==> config.mk <==
export PLATFORM = sky130hd
export DESIGN_NAME = mimc_req_arbiter_flat
export DESIGN_NICKNAME = d
export VERILOG_FILES = /design/src/rtl/mimc_pkg.sv /design/src/rtl/mimc_req_arbiter_if.sv /design/src/rtl/rr_arbiter.sv /design/src/rtl/mimc_req_arbiter.sv /design/src/flat_wrapper.sv
export SDC_FILE = /design/constraint.sdc
export NUM_CORES = 1
export LEC_CHECK = 0
export CAP_MARGIN = 20
export CORE_AREA = 5 5 704 706
export CTS_BUF_LIST = sky130_fd_sc_hd__clkbuf_16
export DETAILED_ROUTE_END_ITERATION = 8
export DIE_AREA = 0 0 709 711
export PLACE_DENSITY_LB_ADDON = 0.15
export SLEW_MARGIN = 0
export SYNTH_ARGS = -nofsm -noshare
export SYNTH_HDL_FRONTEND = slang
export SYNTH_SLANG_ARGS = --single-unit
==> constraint.sdc <==
create_clock -name clk -period 34.7 [get_ports clk]
set_input_delay 6.94 -clock clk [delete_from_list [all_inputs] [get_ports clk]]
set_output_delay 6.94 -clock clk [all_outputs]
set_load 0.02 [all_outputs]
==> src/rtl/mimc_pkg.sv <==
// Shared types and constants for the MiMC request arbiter.
//   arb_state_t : arbiter FSM states (IDLE -> RUN -> RESP -> IDLE)
//   MIMC_N_BITS : default field element / cipher block width
//   wdog_width  : watchdog counter width for a given timeout (never zero)
package mimc_pkg;

   localparam int unsigned MIMC_N_BITS = 254;

   typedef enum logic [1:0] {
      IDLE,
      RUN,
      RESP
   } arb_state_t;

   // A disabled watchdog (timeout 0) still gets a 1-bit counter, which is simply held at 0.
   function automatic int unsigned wdog_width(input int unsigned timeout_cycles);
      return (timeout_cycles == 0) ? 1 : $clog2(timeout_cycles + 1);
   endfunction

endpackage

==> src/rtl/mimc_req_arbiter_if.sv <==
// Bundle of every signal between the arbiter, its requesters/consumer and the MiMC core.
//   slave  : the arbiter side (takes requests, drives responses and the core)
//   master : the environment side (requesters, response consumer, core)
// Signals:
//   req_valid/req_ready/req_data : per-requester request handshake, requester i at
//                                  req_data[i*N_BITS +: N_BITS]
//   rsp_valid/rsp_ready          : response handshake
//   rsp_data/rsp_id/rsp_err      : cipher result, served requester, watchdog error flag
//   core_en/core_in              : start/hold and operand for the MiMC core
//   core_out/core_done           : result and completion from the MiMC core
//   busy                         : arbiter not idle
interface mimc_req_arbiter_if #(
   parameter int unsigned N_BITS = mimc_pkg::MIMC_N_BITS,
   parameter int unsigned N_REQ  = 4
);
   localparam int unsigned ID_W = $clog2(N_REQ);

   logic [N_REQ-1:0]        req_valid;
   logic [N_REQ-1:0]        req_ready;
   logic [N_REQ*N_BITS-1:0] req_data;
   logic                    rsp_valid;
   logic                    rsp_ready;
   logic [N_BITS-1:0]       rsp_data;
   logic [ID_W-1:0]         rsp_id;
   logic                    rsp_err;
   logic                    core_en;
   logic [N_BITS-1:0]       core_in;
   logic [N_BITS-1:0]       core_out;
   logic                    core_done;
   logic                    busy;

   modport slave (
      input  req_valid, req_data, rsp_ready, core_out, core_done,
      output req_ready, rsp_valid, rsp_data, rsp_id, rsp_err, core_en, core_in, busy
   );

   modport master (
      output req_valid, req_data, rsp_ready, core_out, core_done,
      input  req_ready, rsp_valid, rsp_data, rsp_id, rsp_err, core_en, core_in, busy
   );

endinterface

==> src/rtl/rr_arbiter.sv <==
// Purely combinational round-robin picker.
//   req : request vector
//   ptr : index that currently has top priority
//   gnt : one-hot grant (all zero when no request)
//   idx : binary index of the granted request
//   any : at least one request present
// Requests at or above ptr are tried first (masked set); if none, the full vector is used,
// which gives the wrap-around without building a doubled request vector.
module rr_arbiter #(
   parameter int unsigned N = 4,
   localparam int unsigned IDX_W = (N > 1) ? $clog2(N) : 1
) (
   input  logic [N-1:0]     req,
   input  logic [IDX_W-1:0] ptr,
   output logic [N-1:0]     gnt,
   output logic [IDX_W-1:0] idx,
   output logic             any
);

   logic [N-1:0] mask;
   logic [N-1:0] req_hi;
   logic [N-1:0] pick_src;

   always_comb begin
      mask = '0;
      for (int i = 0; i < N; i++) begin
         mask[i] = (i >= int'(ptr));
      end
      req_hi   = req & mask;
      pick_src = (|req_hi) ? req_hi : req;
      // Isolate the lowest set bit.
      gnt      = pick_src & (~pick_src + N'(1));
      idx      = '0;
      for (int i = 0; i < N; i++) begin
         if (gnt[i]) begin
            idx = IDX_W'(i);
         end
      end
      any = |req;
   end

endmodule

==> src/rtl/mimc_req_arbiter.sv <==
// Shares one MiMC cipher core between N_REQ requesters. A round-robin grant accepts one
// request in IDLE, the core runs in RUN (with an optional watchdog), and the tagged result is
// offered in RESP until the consumer takes it. Only one request is ever in flight.
// Ports:
//   clk  : rising-edge clock
//   rst  : asynchronous active-high reset
//   bus  : mimc_req_arbiter_if.slave (request, response and core signals)
module mimc_req_arbiter
   import mimc_pkg::*;
#(
   parameter int unsigned N_BITS         = MIMC_N_BITS,
   parameter int unsigned N_REQ          = 4,
   parameter int unsigned TIMEOUT_CYCLES = 4096
) (
   input logic               clk,
   input logic               rst,
   mimc_req_arbiter_if.slave bus
);

   localparam int unsigned ID_W   = $clog2(N_REQ);
   localparam int unsigned WDOG_W = wdog_width(TIMEOUT_CYCLES);
   localparam logic [WDOG_W-1:0] WDOG_LAST =
      (TIMEOUT_CYCLES == 0) ? '0 : WDOG_W'(TIMEOUT_CYCLES - 1);

   arb_state_t        state_q, state_d;
   logic [ID_W-1:0]   prio_q, prio_d;
   logic [WDOG_W-1:0] wdog_q, wdog_d;
   logic [N_BITS-1:0] core_in_q, core_in_d;
   logic [N_BITS-1:0] rsp_data_q, rsp_data_d;
   logic [ID_W-1:0]   rsp_id_q, rsp_id_d;
   logic              rsp_err_q, rsp_err_d;

   logic [N_REQ-1:0]  gnt;
   logic [ID_W-1:0]   gnt_idx;
   logic              gnt_any;

   rr_arbiter #(
      .N(N_REQ)
   ) u_rr (
      .req (bus.req_valid),
      .ptr (prio_q),
      .gnt (gnt),
      .idx (gnt_idx),
      .any (gnt_any)
   );

   always_comb begin
      state_d    = state_q;
      prio_d     = prio_q;
      wdog_d     = wdog_q;
      core_in_d  = core_in_q;
      rsp_data_d = rsp_data_q;
      rsp_id_d   = rsp_id_q;
      rsp_err_d  = rsp_err_q;

      unique case (state_q)
         IDLE: begin
            // req_ready equals gnt here, so any grant is a completed transfer.
            if (gnt_any) begin
               core_in_d = bus.req_data[gnt_idx*N_BITS +: N_BITS];
               rsp_id_d  = gnt_idx;
               prio_d    = (gnt_idx == ID_W'(N_REQ - 1)) ? '0 : gnt_idx + 1'b1;
               wdog_d    = '0;
               state_d   = RUN;
            end
         end
         RUN: begin
            if (TIMEOUT_CYCLES != 0) begin
               wdog_d = wdog_q + 1'b1;
            end
            // Completion takes precedence over a watchdog expiry in the same cycle.
            if (bus.core_done) begin
               rsp_data_d = bus.core_out;
               rsp_err_d  = 1'b0;
               state_d    = RESP;
            end else if ((TIMEOUT_CYCLES != 0) && (wdog_q == WDOG_LAST)) begin
               rsp_data_d = '0;
               rsp_err_d  = 1'b1;
               state_d    = RESP;
            end
         end
         RESP: begin
            if (bus.rsp_ready) begin
               state_d = IDLE;
            end
         end
         default: state_d = IDLE;
      endcase
   end

   always_ff @(posedge clk or posedge rst) begin
      if (rst) begin
         state_q    <= IDLE;
         prio_q     <= '0;
         wdog_q     <= '0;
         core_in_q  <= '0;
         rsp_data_q <= '0;
         rsp_id_q   <= '0;
         rsp_err_q  <= 1'b0;
      end else begin
         state_q    <= state_d;
         prio_q     <= prio_d;
         wdog_q     <= wdog_d;
         core_in_q  <= core_in_d;
         rsp_data_q <= rsp_data_d;
         rsp_id_q   <= rsp_id_d;
         rsp_err_q  <= rsp_err_d;
      end
   end

   // Grant is masked during reset so req_ready reads zero while rst is held.
   assign bus.req_ready = ((state_q == IDLE) && !rst) ? gnt : '0;
   assign bus.core_en   = (state_q == RUN);
   assign bus.core_in   = core_in_q;
   assign bus.rsp_valid = (state_q == RESP);
   assign bus.rsp_data  = rsp_data_q;
   assign bus.rsp_id    = rsp_id_q;
   assign bus.rsp_err   = rsp_err_q;
   assign bus.busy      = (state_q != IDLE);

endmodule
==> src/flat_wrapper.sv <==
// flat-port wrapper written by rule: the top's interface ports become plain ports
module mimc_req_arbiter_flat import mimc_pkg::*;
#(
   parameter int unsigned N_BITS         = MIMC_N_BITS,
   parameter int unsigned N_REQ          = 4,
   parameter int unsigned TIMEOUT_CYCLES = 4096
)
  (clk, rst, bus_req_valid, bus_req_data, bus_rsp_ready, bus_core_out, bus_core_done, bus_req_ready, bus_rsp_valid, bus_rsp_data, bus_rsp_id, bus_rsp_err, bus_core_en, bus_core_in, bus_busy);
  mimc_req_arbiter_if #(.N_BITS(N_BITS), .N_REQ(N_REQ)) bus_i ();
  input logic clk;
  input logic rst;
  input wire logic [$bits(bus_i.req_valid)-1:0] bus_req_valid;
  input wire logic [$bits(bus_i.req_data)-1:0] bus_req_data;
  input wire logic [$bits(bus_i.rsp_ready)-1:0] bus_rsp_ready;
  input wire logic [$bits(bus_i.core_out)-1:0] bus_core_out;
  input wire logic [$bits(bus_i.core_done)-1:0] bus_core_done;
  output wire logic [$bits(bus_i.req_ready)-1:0] bus_req_ready;
  output wire logic [$bits(bus_i.rsp_valid)-1:0] bus_rsp_valid;
  output wire logic [$bits(bus_i.rsp_data)-1:0] bus_rsp_data;
  output wire logic [$bits(bus_i.rsp_id)-1:0] bus_rsp_id;
  output wire logic [$bits(bus_i.rsp_err)-1:0] bus_rsp_err;
  output wire logic [$bits(bus_i.core_en)-1:0] bus_core_en;
  output wire logic [$bits(bus_i.core_in)-1:0] bus_core_in;
  output wire logic [$bits(bus_i.busy)-1:0] bus_busy;
  assign bus_i.req_valid = bus_req_valid;
  assign bus_i.req_data = bus_req_data;
  assign bus_i.rsp_ready = bus_rsp_ready;
  assign bus_i.core_out = bus_core_out;
  assign bus_i.core_done = bus_core_done;
  assign bus_req_ready = bus_i.req_ready;
  assign bus_rsp_valid = bus_i.rsp_valid;
  assign bus_rsp_data = bus_i.rsp_data;
  assign bus_rsp_id = bus_i.rsp_id;
  assign bus_rsp_err = bus_i.rsp_err;
  assign bus_core_en = bus_i.core_en;
  assign bus_core_in = bus_i.core_in;
  assign bus_busy = bus_i.busy;
  mimc_req_arbiter #(.N_BITS(N_BITS), .N_REQ(N_REQ), .TIMEOUT_CYCLES(TIMEOUT_CYCLES)) u_core (.clk(clk), .rst(rst), .bus(bus_i));
endmodule
======== Word-level counts from Yosys, hierarchy flattened ========
Index checks and enable logic that the tools add are counted.
storage, ports and cells
  bits in registers ....................... 528
  RAM bits ................................ 0
  memories ................................ 0
  memory bits (read-only) ................. 0
  bits in latches ......................... 0
operators by class
  bitwise gates (word level) .............. 3
  reduce and logical (&&, ||, !) cells .... 12
  order comparisons ....................... 3
  add/sub/neg operators ................... 3
  mux-type cells .......................... 17
  equal/unequal tests ..................... 7
  shift operators ......................... 1
  multipliers ............................. 1
  divide/modulo/power cells ............... 0
operators with widths
  kind                                                                   number
  1016-bit by 11-bit variable part select with 254-bit output            1
  254-bit two-way mux                                                    2
  13-bit case mux with 2 select lines                                    1
  2-bit two-way mux                                                      7
  13-bit by 1-bit adder with 13-bit output (second input constant)       1
  13-bit by 12-bit == test with 1-bit output (second input constant)     1
  13-bit two-way mux                                                     1
  2-bit by 7-bit multiplier with 9-bit output (second input constant)    1
  4-bit AND                                                              2
  4-bit two-way mux                                                      2
  4-bit OR reduction                                                     2
  2-bit case mux with 3 select lines                                     1
  2-bit AND reduction                                                    3
  2-bit nonzero test                                                     3
  4-bit by 1-bit adder with 4-bit output (second input constant)         1
  2-bit == test (second input constant)                                  2
  1-bit by 2-bit >= comparator with 1-bit output (first input constant)  2
  4-bit NOT                                                              1
  1-bit two-way mux                                                      3
  3-bit by 2-bit != test with 1-bit output (second input constant)       1
  3-bit AND reduction                                                    1
  2-bit by 1-bit adder with 2-bit output (second input constant)         1
  2-bit by 1-bit == test with 1-bit output (second input constant)       1
  2-bit >= comparator (first input constant)                             1
  other kinds (5)                                                        5

======== Depth between registers and ports, before layout ========
Gate-level depths: netlist (run 1).
  word-level depth ........................ 12
  depth in mapped cells ................... 9
  depth with buffers taken out ............ 6

======== Hierarchy ========
Synthesis (run 1) repeated with hierarchy kept, for this count alone.
unflattened totals
  cell total of the unflattened synthesis .. 2,897
  area total of the unflattened synthesis .. 28,593.7 um^2
by module, submodules not included
  module            times used  cells an instance  area an instance (um^2)  sequential area each (um^2)
  mimc_req_arbiter  1           2,869              28,418.5                 13,212.7
  rr_arbiter        1           28                 175.2                    0.0

======== Worst setup path before layout (run 1) ========
OpenSTA, ideal clock, no wires.
  path kind ............................... input port to output port
  start ................................... input bus_req_valid[0]
  end ..................................... output bus_req_ready[1]
  arrival ................................. 7,838 ps
  cell stages on the path ................. 3
  setup slack ............................. 19,922 ps
  cells stage by stage .................... o21ai_1 > nand2_1 > nor4_1
on the way
  word-level cells in the longest chain between the ends .. 7
RTL lines
  item                                    line                     source
  start: declaration                      flat_wrapper.sv:12       input wire logic [$bits(bus_i.req_valid)-1:0] bus_req_valid;
  4-bit AND                               rr_arbiter.sv:29         req_hi = req & mask;
  4-bit OR reduction                      rr_arbiter.sv:30         pick_src = (|req_hi) ? req_hi : req;
  4-bit two-way mux *                     rr_arbiter.sv:30
  4-bit NOT                               rr_arbiter.sv:32         gnt = pick_src & (~pick_src + N'(1));
  4-bit by 1-bit adder with 4-bit output  rr_arbiter.sv:32
  4-bit AND *                             rr_arbiter.sv:32
  4-bit two-way mux *                     mimc_req_arbiter.sv:112  assign bus.req_ready = ((state_q == IDLE) && !rst) ? gnt : '0;
  end: declaration                        flat_wrapper.sv:17       output wire logic [$bits(bus_i.req_ready)-1:0] bus_req_ready;
Every way passes the cells marked *; elsewhere a longest branch is shown, timed or not.

======== Final worst setup path (run 1) ========
  start ................................... input bus_req_valid[2]
  end ..................................... output bus_req_ready[3]
Same word-level chain as after synthesis.

==> results.cfg, run 1 <==
[timing]
finalCritPeriodShare_pct = 48.46
drv_slew = 0
hold_ws_ps = 481.3
timing.setup.tns_ps = 0
clock_skew_ps = 95.10
max_freq_mhz = 59.47
finalHoldViolations = 0
min_period_ps = 16820
rsz0062_at_grt = false
setup_viol = 0
slew_headroom_pct = 10.09
tightest_slew_ps = 1311

[clock_network]
clock-sinks = 528
cts_buffer_depth = 4
cts-root-buf = clkbuf_16
ctsHoldBuffers = 0
clock_latency_ps = 840
cts_buffers = 93
cts_resized = 0
clk_pin_slew_ps = 50
cts_tree = yes
ctsHtreeMaxLevel = 3
cts_setup_buffers = 0

[placed_design]
dpl_cell_area_um2 = 50000
gp_congestion = 0.9028
portBuffers = 1795
dp.final_hpwl_um = 276200

[global_route]
grt_pass1_wl_um = 397600
gr-total-overflow = 0
antenna_found_initial = 205
grt_pass1_vias = 30030
grt_max_degree = 109
grt_use_total_pct = 12.31

[route]
ant_nets = 0
finalWirelength_um = 324000
drtIter0Drc = 2016
vias_per_cell = 2.744
wl_per_cell_um = 31.06
drc_errors = 0
drt_pass1_iterations = 5
num_vias = 28619

[power_and_ir_drop]
p_sw_w = 0.002272
seqPwrFrac_pct = 23.6
vdd_drop_max_mv = 0.04535
p_clk_share_pct = 19.9
p_comb_share_pct = 56.6
power.density_nw_per_um2 = 89.74
total_power_w = 0.004760
p_int_w = 0.002487
total_leakage_power_nw = 19.77
netSwitchingFraction_pct = 47.74

[floorplanning]
die_h_um = 711
core_um2 = 488400
fp-row-count = 257
dieArea_um2 = 504100
start_util_pct = 5.075
fp.dieW_um = 709
io_pins = 1796

[logic_synthesis]
synth.area.top_cells = dfrtp_1 53%, mux2i_1 10%, a22o_1 9.0%
synth_top_area_share_pct = 53.30
ys_seq_area_share_pct = 53.30
yosys_warnings = 0
syn-num-nets = 3421
ys_types = 39
syn_area_um2 = 24790
synth_seq_cells = 528
synthesis.instances = 2142
syn_area_per_cell_um2 = 11.57
synth_area_leader_cell = dfrtp_1

[final_layout]
design_area_um2 = 53040
syn_to_final_growth_pct = 114.0
multi_input_area_um2 = 10200
drive_above_1_share_pct = 5.317
nFillCells = 55836
final_nets = 5139
seq_area_um2 = 13210

[critical_path]
crit_arrival_ps = 9880
endpoint_kind = output pin
critPathLaunchType = primary input
cp_max_fo = 7
worstSetupPathType = primary input to output pin
crit_required_ps = 27760

[hold_path]
hold_class = flop to flop

[flow_run]
maxCapViolations = 0

[status]
status = finished clean
==> area by class of cell <==
| cell class | count | share of cell area, % |
|---|---|---|
| Antenna cell | 25 | 0.1179 |
| Timing Repair Buffer | 1855 | 34.85 |
| Inverter | 5 | 0.05426 |
| Sequential cell | 528 | 24.91 |
| Tap cell | 6475 | 15.27 |
| Clock inverter | 73 | 1.175 |
| Clock buffer | 93 | 4.388 |
| Multi-Input combinational cell | 1377 | 19.23 |
==> metal layers <==
metal,global-route usage [%],part of all wire (%)
met3,4.576,9.3
met1,14.82,41
met2,21.02,48
met4,2.054,1.8
met5,0,0.14
==> kinds of logic after synthesis <==
group / count (synthesis) / share of synthesized area (%)
multiplexers: 258 / 10.42
adder cells (fa/ha/maj): 1 / 0.05046
flip-flops: 528 / 53.30
AND/OR/NAND/NOR: 320 / 5.178
buffers and inverters: 237 / 5.774
AO/OA/AOI/OAI: 798 / 25.28
==> power by group through the flow <==
| stage | Clock, W | Sequential [W] | Combinational [W] |
|---|---|---|---|
| after detailed placement | 0 | 0.00113 | 0.00276 |
| after floorplan | 0 | 0.00141 | 0.000887 |
| final | 0.000946 | 0.00112 | 0.00269 |
| after global placement | 0 | 0.00113 | 0.00277 |
| after global routing | 0.00101 | 0.00116 | 0.00285 |
| after CTS | 0.00100 | 0.00113 | 0.00277 |
==> cell usage in the layout, fill, tap and decap left out, types with 14 or more instances in the layout <==
| cell | synthesis | layout |
|---|---|---|
| a22o_1 | 254 | 254 |
| diode_2 | 0 | 25 |
| clkinv_2 | 0 | 18 |
| o221ai_1 | 254 | 254 |
| buf_4 | 3 | 56 |
| nand2_1 | 273 | 272 |
| nor2_1 | 16 | 14 |
| clkinv_1 | 0 | 19 |
| o21ai_0 | 14 | 14 |
| o22ai_1 | 256 | 256 |
| mux2i_1 | 258 | 256 |
| inv_1 | 4 | 19 |
| clkdlybuf4s50_1 | 0 | 1794 |
| dfrtp_1 | 528 | 528 |
| clkbuf_16 | 0 | 93 |
==> through the flow <==
stage | utilization, % | cells | setup slack [ps]
after detailed placement | 10.24 | 10239 | 17800
after global placement | 10.23 | 10236 | 17560
after CTS | 10.84 | 10405 | 17800
after floorplan | - | 2142 | 13010
final | 10.86 | 10431 | 17880
after global routing | 10.85 | 10412 | 17720
==> synthesized netlist by cell type, drive strengths merged <==
cell type / count
o31ai: 2
nand3: 8
nor4: 2
a2bb2oi: 1
o22ai: 256
or2: 2
nand2: 273
inv: 5
o22a: 1
ha: 1
a21oi: 7
buf: 152
a21o: 1
nand4: 3
a31oi: 3
o21ai: 16
o311ai: 1
nor3: 1
a22o: 254
and2: 1
nor2: 17
o221ai: 254
o211ai: 1
nand2b: 8
o41ai: 1
dfrtp: 528
and3: 5
mux2i: 258
clkbuf: 80
==> worst max-delay path, cell delays in order <==
cell	delay (ps)
clkdlybuf4s50_1	570
nor2_1	460
o211ai_1	190
nor2_2	880
clkdlybuf4s50_1	800
==> worst paths after layout <==
| path | from | to | slack (ps) | depth (start not counted) |
|---|---|---|---|---|
| min in group asynchronous | rst | u_core.bus.rsp_data[53] | 6820 | 3 |
| hold / removal | u_core.wdog_q[7] | u_core.wdog_q[7] | 480 | 1 |
| setup reg to reg | u_core.prio_q[0] | u_core.bus.core_in[0] | 29610 | 8 |
| max in group asynchronous | rst | u_core.bus.core_in[163] | 24300 | 7 |
| hold reg to reg | u_core.wdog_q[7] | u_core.wdog_q[7] | 480 | 1 |
| setup / recovery | bus_req_valid[2] | bus_req_ready[3] | 17880 | 5 |
==> flip-flops by register name (all words and copies together), names as in the netlist <==
| signal | count |
|---|---|
| u_core.bus.rsp_data | 254 |
| u_core.bus.rsp_err | 1 |
| u_core.wdog_q | 13 |
| u_core.state_q | 2 |
| u_core.bus.rsp_id | 2 |
| u_core.prio_q | 2 |
| u_core.bus.core_in | 254 |
Note: power is estimated with default switching activity, not from simulation.
==> run 2: changes to the inputs <==
==> constraint.sdc (replaced) <==
create_clock -name clk -period 16.8 [get_ports clk]
set_input_delay 3.36 -clock clk [delete_from_list [all_inputs] [get_ports clk]]
set_output_delay 3.36 -clock clk [all_outputs]
set_load 0.02 [all_outputs]
==> results.cfg, run 2 (synthesis gave the netlist of run 1 again) <==
[timing]
slew_headroom_pct = 13.37
finalCritPeriodShare_pct = 58.00
drv_slew = 0
finalHoldViolations = 0
min_period_ps = 9744
hold_ws_ps = 472.0
clock_skew_ps = 99.54
tightest_slew_ps = 1288
rsz0062_at_grt = false
timing.setup.tns_ps = 0
max_freq_mhz = 102.6
setup_viol = 0

[global_route]
grt_pass1_wl_um = 397600
grt_use_total_pct = 12.34
antenna_found_initial = 200
grt_pass1_vias = 29853
gr-total-overflow = 0
grt_max_degree = 123

[floorplanning]
fp-row-count = 257
io_pins = 1796
dieArea_um2 = 504100
die_h_um = 711
core_um2 = 488400
start_util_pct = 5.075
fp.dieW_um = 709

[power_and_ir_drop]
power.density_nw_per_um2 = 184.1
total_leakage_power_nw = 19.69
vdd_drop_max_mv = 0.09624

[route]
drt_pass1_iterations = 5
ant_nets = 0
wl_per_cell_um = 31.24
drtIter0Drc = 1745
vias_per_cell = 2.749
drc_errors = 0
finalWirelength_um = 325900
num_vias = 28678

[clock_network]
cts_buffers = 90
ctsHtreeMaxLevel = 3
clk_pin_slew_ps = 50
clock_latency_ps = 860
ctsHoldBuffers = 0
cts_tree = yes
cts_resized = 0
cts-root-buf = clkbuf_16
cts_buffer_depth = 4
clock-sinks = 528
cts_setup_buffers = 0

[critical_path]
crit_required_ps = 13440
cp_max_fo = 8
critPathLaunchType = primary input
critical_path.cell_chain = clkdlybuf4s50_1 > o21ai_1 > nand2_1 > nor4_1 > clkdlybuf4s50_1
crit_arrival_ps = 6380
cp_slowest_stage_delay_ps = 1050
cp_slowest_cell = nor4_1
reg2reg_depth = 8
crit_top_cell = clkdlybuf4s50_1
worstSetupPathType = primary input to output pin
endpoint_kind = output pin

[placed_design]
portBuffers = 1795
gp_congestion = 0.9186
dpl_cell_area_um2 = 50050
dp.final_hpwl_um = 279000

[flow_run]
maxCapViolations = 0

[final_layout]
syn_to_final_growth_pct = 113.3
final_nets = 5141
design_area_um2 = 52870
layout_commonest_cell = clkdlybuf4s50_1
fin_util_pct = 10.82
nFillCells = 55805
final_cell_mix = 1795 x clkdlybuf4s50_1, 528 x dfrtp_1, 272 x nand2_1, 257 x mux2i_1, 256 x o22ai_1
drive_above_1_share_pct = 4.966

[hold_path]
hold_depth = 1
hold_class = flop to flop

[status]
status = finished clean
[run 2: final cells by class]
class | count | area, um^2 | share of cell area, %
Inverter | 5 | 25.02 | 0.04733
Antenna cell | 30 | 75.07 | 0.1420
Timing Repair Buffer | 1860 | 18520 | 35.03
Multi-Input combinational cell | 1377 | 10190 | 19.28
Clock buffer | 90 | 2252 | 4.260
Clock inverter | 67 | 490.5 | 0.9277
Sequential cell | 528 | 13210 | 24.99
Tap cell | 6475 | 8102 | 15.32
[run 2: path summary, 6_finish.rpt]
check / from / endpoint / slack (ps)
worst max-delay path: bus_req_valid[0] / bus_req_ready[1] / 7060
worst min-delay path: u_core.wdog_q[7] / u_core.wdog_q[7] / 470
worst max register to register: u_core.state_q[1] / u_core.bus.rsp_data[227] / 11670
worst min register to register: u_core.wdog_q[7] / u_core.wdog_q[7] / 470
max in group asynchronous: rst / u_core.bus.core_in[0] / 10590
min in group asynchronous: rst / u_core.bus.core_in[59] / 3040
[run 2: per-layer routing]
metal | vias up | routed length [um] | GRT usage, %
li1 | 11989 | - | -
met1 | 14433 | 131600 | 14.62
met2 | 1691 | 157000 | 21.26
met3 | 495 | 26700 | 4.148
met4 | 70 | 10110 | 3.033
met5 | - | 487 | 0
[run 2: power breakdown]
group          total [W]  internal [W]  switching [W]
clock            0.00184       0.00105       0.000790
combinational    0.00555       0.00211        0.00345
sequential       0.00234       0.00189       0.000453
[run 2: stage by stage]
step	setup WS, ps	instances	power [W]
global route	7220	10416	0.01028
CTS	7315	10402	0.01004
detailed placement	7323	10245	0.008080
finish	7056	10432	0.009732
global placement	7311	10240	0.008063
floorplan	6264	2142	0.004754
[run 2: worst max-delay path: cells and delay by family]
| kind | cells | cell delay (ps) |
|---|---|---|
| AOI/OAI and AO/OA | 1 | 240 |
| and+or+nand+nor | 2 | 1190 |
| buffers and inverters | 2 | 1570 |
